### config.mk
export PLATFORM = sky130hd
export DESIGN_NAME = if_fetch_stage_flat
export DESIGN_NICKNAME = d
export VERILOG_FILES = /design/src/rtl/mips_pkg.sv /design/src/rtl/if_fetch_stage_if.sv /design/src/rtl/if_ibuf.sv /design/src/rtl/if_fetch_stage.sv /design/src/flat_wrapper.sv
export SDC_FILE = /design/constraint.sdc
export NUM_CORES = 1
export LEC_CHECK = 0
export ABC_CLOCK_PERIOD_IN_PS = 4160
export CELL_PAD_IN_SITES_DETAIL_PLACEMENT = 1
export CELL_PAD_IN_SITES_GLOBAL_PLACEMENT = 1
export CORE_MARGIN = 10
export CORE_UTILIZATION = 41
export DETAILED_ROUTE_END_ITERATION = 8
export PLACE_DENSITY_LB_ADDON = 0.1
export SKIP_LAST_GASP = 1
export SYNTH_ARGS = -nofsm -noshare
export SYNTH_HDL_FRONTEND = slang
export SYNTH_SLANG_ARGS = --single-unit
### constraint.sdc
create_clock -name clk -period 4.16 [get_ports clk]
set_input_delay 0.416 -clock clk [delete_from_list [all_inputs] [get_ports clk]]
set_output_delay 0.416 -clock clk [all_outputs]
set_load 0.05 [all_outputs]
### src/rtl/mips_pkg.sv
// Shared MIPS front-end types: fetch buffer entry, fetch FSM states, opcode/funct codes.
// Latency: n/a (declarations only).
// Backpressure: n/a.
package mips_pkg;

  localparam logic [31:0] RESET_PC_DEFAULT = 32'hBFC0_0000;

  localparam logic [5:0] OP_SPECIAL = 6'b000000;
  localparam logic [5:0] OP_REGIMM  = 6'b000001;
  localparam logic [5:0] OP_J       = 6'b000010;
  localparam logic [5:0] OP_JAL     = 6'b000011;
  localparam logic [5:0] OP_BEQ     = 6'b000100;
  localparam logic [5:0] OP_BNE     = 6'b000101;
  localparam logic [5:0] FN_JR      = 6'b001000;
  localparam logic [5:0] FN_JALR    = 6'b001001;

  typedef struct packed {
    logic [31:0] pc;
    logic [31:0] instr;
  } if_entry_t;

  typedef enum logic [1:0] {
    S_IDLE = 2'd0,
    S_REQ  = 2'd1,
    S_DROP = 2'd2
  } fetch_state_t;

  function automatic logic [31:0] word_align(input logic [31:0] a);
    return {a[31:2], 2'b00};
  endfunction

endpackage

### src/rtl/if_fetch_stage_if.sv
// Fetch-stage bundle: imem req/ack port, decode valid/ready head port, redirect input.
// Latency: n/a (wiring only).
// Backpressure: imem_ack throttles fetch; id_ready throttles the instruction head.
interface if_fetch_stage_if;
  logic        imem_req;
  logic [31:0] imem_addr;
  logic        imem_ack;
  logic [31:0] imem_rdata;
  logic        id_valid;
  logic        id_ready;
  logic [31:0] id_instr;
  logic [31:0] id_pc;
  logic [5:0]  id_opcode;
  logic [5:0]  id_funct;
  logic [4:0]  id_rt;
  logic        redirect_valid;
  logic [31:0] redirect_pc;

  // fetch stage side
  modport master (
    output imem_req, imem_addr,
    input  imem_ack, imem_rdata,
    output id_valid, id_instr, id_pc, id_opcode, id_funct, id_rt,
    input  id_ready, redirect_valid, redirect_pc
  );

  // memory + decode side
  modport slave (
    input  imem_req, imem_addr,
    output imem_ack, imem_rdata,
    input  id_valid, id_instr, id_pc, id_opcode, id_funct, id_rt,
    output id_ready, redirect_valid, redirect_pc
  );
endinterface

### src/rtl/if_ibuf.sv
// Instruction buffer: sync FIFO of {pc,instr} with a redirect flush that can keep the entry behind the head.
// Latency: a push is visible at the head the cycle after it is written.
// Backpressure: caller must not push when full without a same-cycle pop; count/count_nxt let it decide.
module if_ibuf
  import mips_pkg::*;
#(
  parameter int DEPTH = 2,
  localparam int AW = $clog2(DEPTH),
  localparam int CW = AW + 1
) (
  input  logic          clk,
  input  logic          rst_n,
  input  logic          push,
  input  if_entry_t     push_dat,
  input  logic          pop,
  input  logic          flush,
  input  logic          keep_next,
  output if_entry_t     head,
  output logic [CW-1:0] count,
  output logic [CW-1:0] count_nxt
);

  logic [AW-1:0] rd_ptr;
  logic [AW-1:0] wr_ptr;
  logic [AW-1:0] rd_nxt;
  logic [AW-1:0] wr_base;
  logic [AW-1:0] wr_nxt;
  logic          keep;
  if_entry_t     mem [DEPTH];

  // Flush always accompanies a head pop; it rewinds the write pointer to just
  // past the (optionally kept) next entry so younger entries are forgotten.
  always_comb begin
    keep    = flush && keep_next && (count > CW'(1));
    rd_nxt  = rd_ptr + AW'(pop);
    wr_base = flush ? (rd_nxt + AW'(keep)) : wr_ptr;
    wr_nxt  = wr_base + AW'(push);
    if (flush) count_nxt = CW'(keep) + CW'(push);
    else       count_nxt = count + CW'(push) - CW'(pop);
  end

  // Pointer and occupancy state; pointers wrap naturally at the power-of-2 depth.
  always_ff @(posedge clk or negedge rst_n) begin
    if (!rst_n) begin
      rd_ptr <= '0;
      wr_ptr <= '0;
      count  <= '0;
    end else begin
      rd_ptr <= rd_nxt;
      wr_ptr <= wr_nxt;
      count  <= count_nxt;
    end
  end

  // Storage array; contents are don't-care while the slot is empty.
  always_ff @(posedge clk) begin
    if (push) mem[wr_base] <= push_dat;
  end

  assign head = mem[rd_ptr];

endmodule

### src/rtl/if_fetch_stage.sv
// MIPS instruction fetch: PC, one-outstanding imem req/ack, instruction buffer, redirect handling.
// Latency: word returned by ack is at the decode head the next cycle; zero-wait memory sustains 1 instr/cycle.
// Backpressure: id_ready low fills the buffer, then no further request is issued. Macro IF_DELAY_SLOT_EN keeps the branch delay slot.
module if_fetch_stage
  import mips_pkg::*;
#(
  parameter logic [31:0] RESET_PC   = RESET_PC_DEFAULT,
  parameter int          IBUF_DEPTH = 2
) (
  input logic               clk,
  input logic               rst_n,
  if_fetch_stage_if.master  bus
);

  localparam int CW = $clog2(IBUF_DEPTH) + 1;
  localparam logic [CW-1:0] DEPTH_C = CW'(IBUF_DEPTH);

  fetch_state_t  state;
  fetch_state_t  state_nxt;
  logic [31:0]   pc;
  logic [31:0]   pc_nxt;
  logic [31:0]   stale_addr;
  logic [31:0]   target;
  logic [CW-1:0] count;
  logic [CW-1:0] count_nxt;
  if_entry_t     head;
  if_entry_t     head_q;
  if_entry_t     push_dat;
  logic          has_head;
  logic          pop;
  logic          redir;
  logic          ack_req;
  logic          push;
  logic          drop_stale;
  logic          load_target;
  logic          keep_next;

  assign has_head = (count != '0);
  assign pop      = has_head && bus.id_ready;
  assign redir    = bus.redirect_valid && pop;
  assign target   = word_align(bus.redirect_pc);
  assign ack_req  = (state == S_REQ) && bus.imem_ack;
  assign push_dat = '{pc: pc, instr: bus.imem_rdata};

`ifdef IF_DELAY_SLOT_EN
  logic        kept_slot;
  logic        ds_defer;
  logic        ds_fill;
  logic        ds_pending;
  logic [31:0] redirect_hold;

  // A buffered entry behind the branch is its delay slot; otherwise the word
  // in flight (or the next one issued) becomes the delay slot.
  assign kept_slot   = redir && (count > CW'(1));
  assign ds_defer    = redir && !kept_slot && !ack_req;
  assign ds_fill     = ds_pending && ack_req && !redir;
  assign push        = ack_req && !(redir && kept_slot);
  assign drop_stale  = redir && kept_slot;
  assign load_target = redir && (kept_slot || ack_req);
  assign keep_next   = 1'b1;

  // Remember the branch target until the delay slot has been fetched.
  always_ff @(posedge clk or negedge rst_n) begin
    if (!rst_n) begin
      ds_pending    <= 1'b0;
      redirect_hold <= '0;
    end else if (ds_defer) begin
      ds_pending    <= 1'b1;
      redirect_hold <= target;
    end else if (ds_fill) begin
      ds_pending    <= 1'b0;
    end
  end
`else
  assign push        = ack_req && !redir;
  assign drop_stale  = redir;
  assign load_target = redir;
  assign keep_next   = 1'b0;
`endif

  if_ibuf #(.DEPTH(IBUF_DEPTH)) u_ibuf (
    .clk       (clk),
    .rst_n     (rst_n),
    .push      (push),
    .push_dat  (push_dat),
    .pop       (pop),
    .flush     (redir),
    .keep_next (keep_next),
    .head      (head),
    .count     (count),
    .count_nxt (count_nxt)
  );

  // FSM state register; reset abandons any in-flight request immediately.
  always_ff @(posedge clk or negedge rst_n) begin
    if (!rst_n) state <= S_IDLE;
    else        state <= state_nxt;
  end

  // FSM next state: request only while a slot will be free, ride out stale acks in S_DROP.
  always_comb begin
    state_nxt = state;
    case (state)
      S_IDLE: begin
        if (redir ? (count_nxt < DEPTH_C) : (count < DEPTH_C)) state_nxt = S_REQ;
      end
      S_REQ: begin
        if (bus.imem_ack)    state_nxt = (count_nxt < DEPTH_C) ? S_REQ : S_IDLE;
        else if (drop_stale) state_nxt = S_DROP;
      end
      S_DROP: begin
        if (bus.imem_ack)    state_nxt = (count_nxt < DEPTH_C) ? S_REQ : S_IDLE;
      end
      default: state_nxt = S_IDLE;
    endcase
  end

  // Next PC: redirect target, held target after a delay slot, or sequential.
  always_comb begin
    pc_nxt = pc;
    if (load_target)  pc_nxt = target;
`ifdef IF_DELAY_SLOT_EN
    else if (ds_fill) pc_nxt = redirect_hold;
`endif
    else if (ack_req) pc_nxt = pc + 32'd4;
  end

  // PC register, plus the address of a request being abandoned so it stays stable on the bus.
  always_ff @(posedge clk or negedge rst_n) begin
    if (!rst_n) begin
      pc         <= RESET_PC;
      stale_addr <= RESET_PC;
    end else begin
      pc <= pc_nxt;
      if (state == S_REQ && state_nxt == S_DROP) stale_addr <= pc;
    end
  end

  // Outputs: bus request from state, decode fields from the buffer head (zero when empty).
  always_comb begin
    head_q        = has_head ? head : '0;
    bus.imem_req  = (state != S_IDLE);
    bus.imem_addr = (state == S_DROP) ? stale_addr : pc;
    bus.id_valid  = has_head;
    bus.id_instr  = head_q.instr;
    bus.id_pc     = head_q.pc;
    bus.id_opcode = head_q.instr[31:26];
    bus.id_funct  = head_q.instr[5:0];
    bus.id_rt     = head_q.instr[20:16];
  end

endmodule

### src/flat_wrapper.sv
// flat-port wrapper written by rule: the top's interface ports become plain ports
module if_fetch_stage_flat import mips_pkg::*;
#(
  parameter logic [31:0] RESET_PC   = RESET_PC_DEFAULT,
  parameter int          IBUF_DEPTH = 2
)
  (clk, rst_n, bus_imem_req, bus_imem_addr, bus_imem_ack, bus_imem_rdata, bus_id_valid, bus_id_instr, bus_id_pc, bus_id_opcode, bus_id_funct, bus_id_rt, bus_id_ready, bus_redirect_valid, bus_redirect_pc);
  if_fetch_stage_if bus_i ();
  input logic clk;
  input logic rst_n;
  output wire logic [$bits(bus_i.imem_req)-1:0] bus_imem_req;
  output wire logic [$bits(bus_i.imem_addr)-1:0] bus_imem_addr;
  input wire logic [$bits(bus_i.imem_ack)-1:0] bus_imem_ack;
  input wire logic [$bits(bus_i.imem_rdata)-1:0] bus_imem_rdata;
  output wire logic [$bits(bus_i.id_valid)-1:0] bus_id_valid;
  output wire logic [$bits(bus_i.id_instr)-1:0] bus_id_instr;
  output wire logic [$bits(bus_i.id_pc)-1:0] bus_id_pc;
  output wire logic [$bits(bus_i.id_opcode)-1:0] bus_id_opcode;
  output wire logic [$bits(bus_i.id_funct)-1:0] bus_id_funct;
  output wire logic [$bits(bus_i.id_rt)-1:0] bus_id_rt;
  input wire logic [$bits(bus_i.id_ready)-1:0] bus_id_ready;
  input wire logic [$bits(bus_i.redirect_valid)-1:0] bus_redirect_valid;
  input wire logic [$bits(bus_i.redirect_pc)-1:0] bus_redirect_pc;
  assign bus_imem_req = bus_i.imem_req;
  assign bus_imem_addr = bus_i.imem_addr;
  assign bus_i.imem_ack = bus_imem_ack;
  assign bus_i.imem_rdata = bus_imem_rdata;
  assign bus_id_valid = bus_i.id_valid;
  assign bus_id_instr = bus_i.id_instr;
  assign bus_id_pc = bus_i.id_pc;
  assign bus_id_opcode = bus_i.id_opcode;
  assign bus_id_funct = bus_i.id_funct;
  assign bus_id_rt = bus_i.id_rt;
  assign bus_i.id_ready = bus_id_ready;
  assign bus_i.redirect_valid = bus_redirect_valid;
  assign bus_i.redirect_pc = bus_redirect_pc;
  if_fetch_stage #(.RESET_PC(RESET_PC), .IBUF_DEPTH(IBUF_DEPTH)) u_core (.clk(clk), .rst_n(rst_n), .bus(bus_i));
endmodule
==> results by group <==
Run status
  • Run status: completed

Cells and area
  • Nets: 844
  • Non-filler cells, final: 1053
  • Fraction of final layout cells sized beyond drive strength 1: 16.35%
  • Diode count: 0
  • P&R area growth vs syn: 31.35%

Route
  • Met3 wire len: 1267 um
  • Via density: 5.082
  • WL final: 21810 um
  • Via count: 5351
  • Detailed Routing Iterations Pass 1: 4
  • Highest Signal Layer: met4
  • Post-route DRC: 0
  • M1 WL: 9068 um
  • WL/cell: 20.71 um
  • Routed Antenna Nets: 0
  • Starting DRC count in detailed routing: 257
  • DR WL met2: 11240 um

Synth
  • Area share of the largest cell type after synthesis: 44.68%
  • FFs w/ async S/R, synth: 34.74%
  • Syn Area/Cell: 13.62 um^2
  • Top-count cell post-synth: edfxtp_1
  • Post-synth top cells: edfxtp_1 (124), nor2_1 (72), mux2i_1 (63), mux2_2 (56), dfrtp_1 (48)
  • Leading area contributor after synthesis: edfxtp_1
  • Main synth FF type: edfxtp_1
  • EDFF count, synth: 124
  • Synth Register Bits: 190
  • YS warnings: 0
  • Cell area after synthesis: 0.008333 mm^2
  • Synth Instances: 612
  • Top cells by area, synth: edfxtp_1 (45%), dfrtp_1 (14%), mux2i_1 (7.6%)
  • Sequential-to-total area share from yosys stat: 64.77%
  • Synth unique cells: 42

Global routing
  • All-Layer GR Usage: 16.46%
  • Largest net degree at the start of global routing: 63
  • GRT overflow: 0
  • Initial antenna violation count: 0
  • Vias in the first global route: 5961
  • First-pass GRT wire length: 33850 um

Setup path
  • Required @ worst endpoint: 3.74 ns
  • CP endpoint kind: output port
  • Setup CP Type: register to output port
  • Reg2reg path depth: 12
  • Reg-to-reg setup timing slack: 1.38 ns
  • Worst EP arrival: 2.98 ns
  • Critical path fanouts, max: 24
  • RR Startpoint: u_core.u_ibuf.count[1]$_DFF_PN0_
  • Reg-to-reg critical path endpoint: u_core.state[0]$_DFF_PN0_
  • Crit path launch type: register

Clock tree
  • Total CTS buffers: 17
  • Root Driver: clkbuf_16
  • CTS tree: yes
  • H-tree level count: 4
  • Hold Buf Count CTS: 0
  • CTS Sinks: 190
  • Longest Clk Path Bufs: 2
  • CTS resizes: 0
  • Worst-Skew Late Latency: 0.43 ns
  • Worst-path clk slew: 0.07 ns
  • Post-CTS Setup Bufs: 0

Floorplan
  • Boundary Pins: 184
  • Die ar.: 0.02643 mm^2
  • Die Width: 162.6 um
  • Core area: 0.02010 mm^2
  • Die Ht: 162.6 um
  • Starting density of the core: 41.45%
  • Total number of placement rows: 52

Timing
  • Clk_skew: 0.01040 ns
  • Fin crit share: 81.52%
  • Final Hold Viols: 0
  • Max Clk Rate: 0.2949 GHz
  • Setup ws final: 0.7688 ns
  • Slew @ Worst Pin: 1.136 ns
  • Worst rel slew slack: 24.28%
  • Setup-failing EPs final: 0
  • Period minus WS final: 3.391 ns
  • RSZ-0062 raised after global routing: false
  • Sum of negative setup slack: 0 ns
  • Max Slew Vio Count: 0
  • Hold slack final: 0.2046 ns

Placed design
  • HPWL Detailed: 14810 um
  • Inst Count DP: 1021
  • I/O Buffers: 177
  • GPL Wtd Cong: 0.7895
  • DP Worst Slack: 0.9308 ns

Run
  • Max-Cap Viols: 0

Min path
  • Hold/Removal Path Class: primary input to async pin
[through the flow]
| stage | instance area [um^2] | utilization (%) |
|---|---|---|
| floorplan | 8344 | - |
| global placement | 10290 | 51.19 |
| detailed placement | 10290 | 51.19 |
| CTS | 10950 | 54.44 |
| global route | 10950 | 54.44 |
| finish | 10950 | 54.44 |
[cell families (layout without fill, tap and decap cells)]
group,Yosys count,count (layout),share of synthesized area [%]
DFF,190,190,64.77
muxes,121,121,15.41
AOI/OAI and AO/OA,38,38,2.478
adders and majority gates,5,5,0.7508
other,1,4,0.04500
xor gates and xnor gates,29,29,3.048
and+or+nand+nor,168,168,9.685
buffers and inverters,60,228,3.814
[sequential cells by signal (all words and copies together) (netlist names)]
name / flops
u_core.u_ibuf.rd_ptr: 1
u_core.pc: 30
u_core.u_ibuf.count: 2
u_core.state: 2
u_core.stale_addr: 30
u_core.u_ibuf.mem: 124
u_core.u_ibuf.wr_ptr: 1
[layout by cell type (no fill, tap or decap), types with 8 or more instances in the layout]
master	Yosys	routed
nand3_1	8	8
mux2_2	56	56
clkdlybuf4s50_1	0	176
nor2_1	72	71
xor2_1	23	23
nand2_1	42	42
inv_1	8	8
mux2i_1	63	63
nand4_1	16	16
dfrtp_1	48	47
buf_4	24	11
dfstp_2	18	18
edfxtp_1	124	124
clkbuf_16	0	19
o21ai_0	25	25
[worst max-delay path, cell delays in order, from the launching register on]
cell and delay (ns):
dfrtp_1 0.49, nor2b_4 0.70, buf_4 0.30, mux2_2 0.34
clkdlybuf4s50_1 0.71
[metal layers]
| layer | track usage (%) | vias to the layer above |
|---|---|---|
| li1 | - | 2491 |
| met1 | 18.97 | 2709 |
| met2 | 29.03 | 131 |
| met3 | 5.081 | 20 |
| met4 | 4.385 | 0 |
| met5 | 0 | - |
[worst max path at each step]
stage | startpoint | to | slack (ns) | cells after the start
after floorplan | u_core.u_ibuf.count[1]$_DFF_PN0_ | u_core.u_ibuf.mem[0][0]$_DFFE_PP_ | 0.89 | 5
after CTS | u_core.state[0]$_DFF_PN0_ | bus_imem_addr[15] | 0.69 | 4
final | u_core.state[0]$_DFF_PN0_ | bus_imem_addr[15] | 0.77 | 4
after detailed placement | bus_imem_ack | u_core.state[0]$_DFF_PN0_ | 0.93 | 11
after global placement | bus_imem_ack | u_core.state[0]$_DFF_PN0_ | 1.17 | 11
after global routing | u_core.state[0]$_DFF_PN0_ | bus_imem_addr[15] | 0.59 | 4
[cell type report]
type                    count  area, um^2
well taps                 270       337.8
repair buffers            188        1849
clock buffers              22       506.7
fillers                  1967        9159
multi-input cells         365        2674
clock inverters            10       146.4
flip-flops and latches    190        5401
inverters                   8       30.03
Power is left out: the tool's default activity adds up to more than one toggle a clock period on the data nets, which glitch-free logic cannot reach.
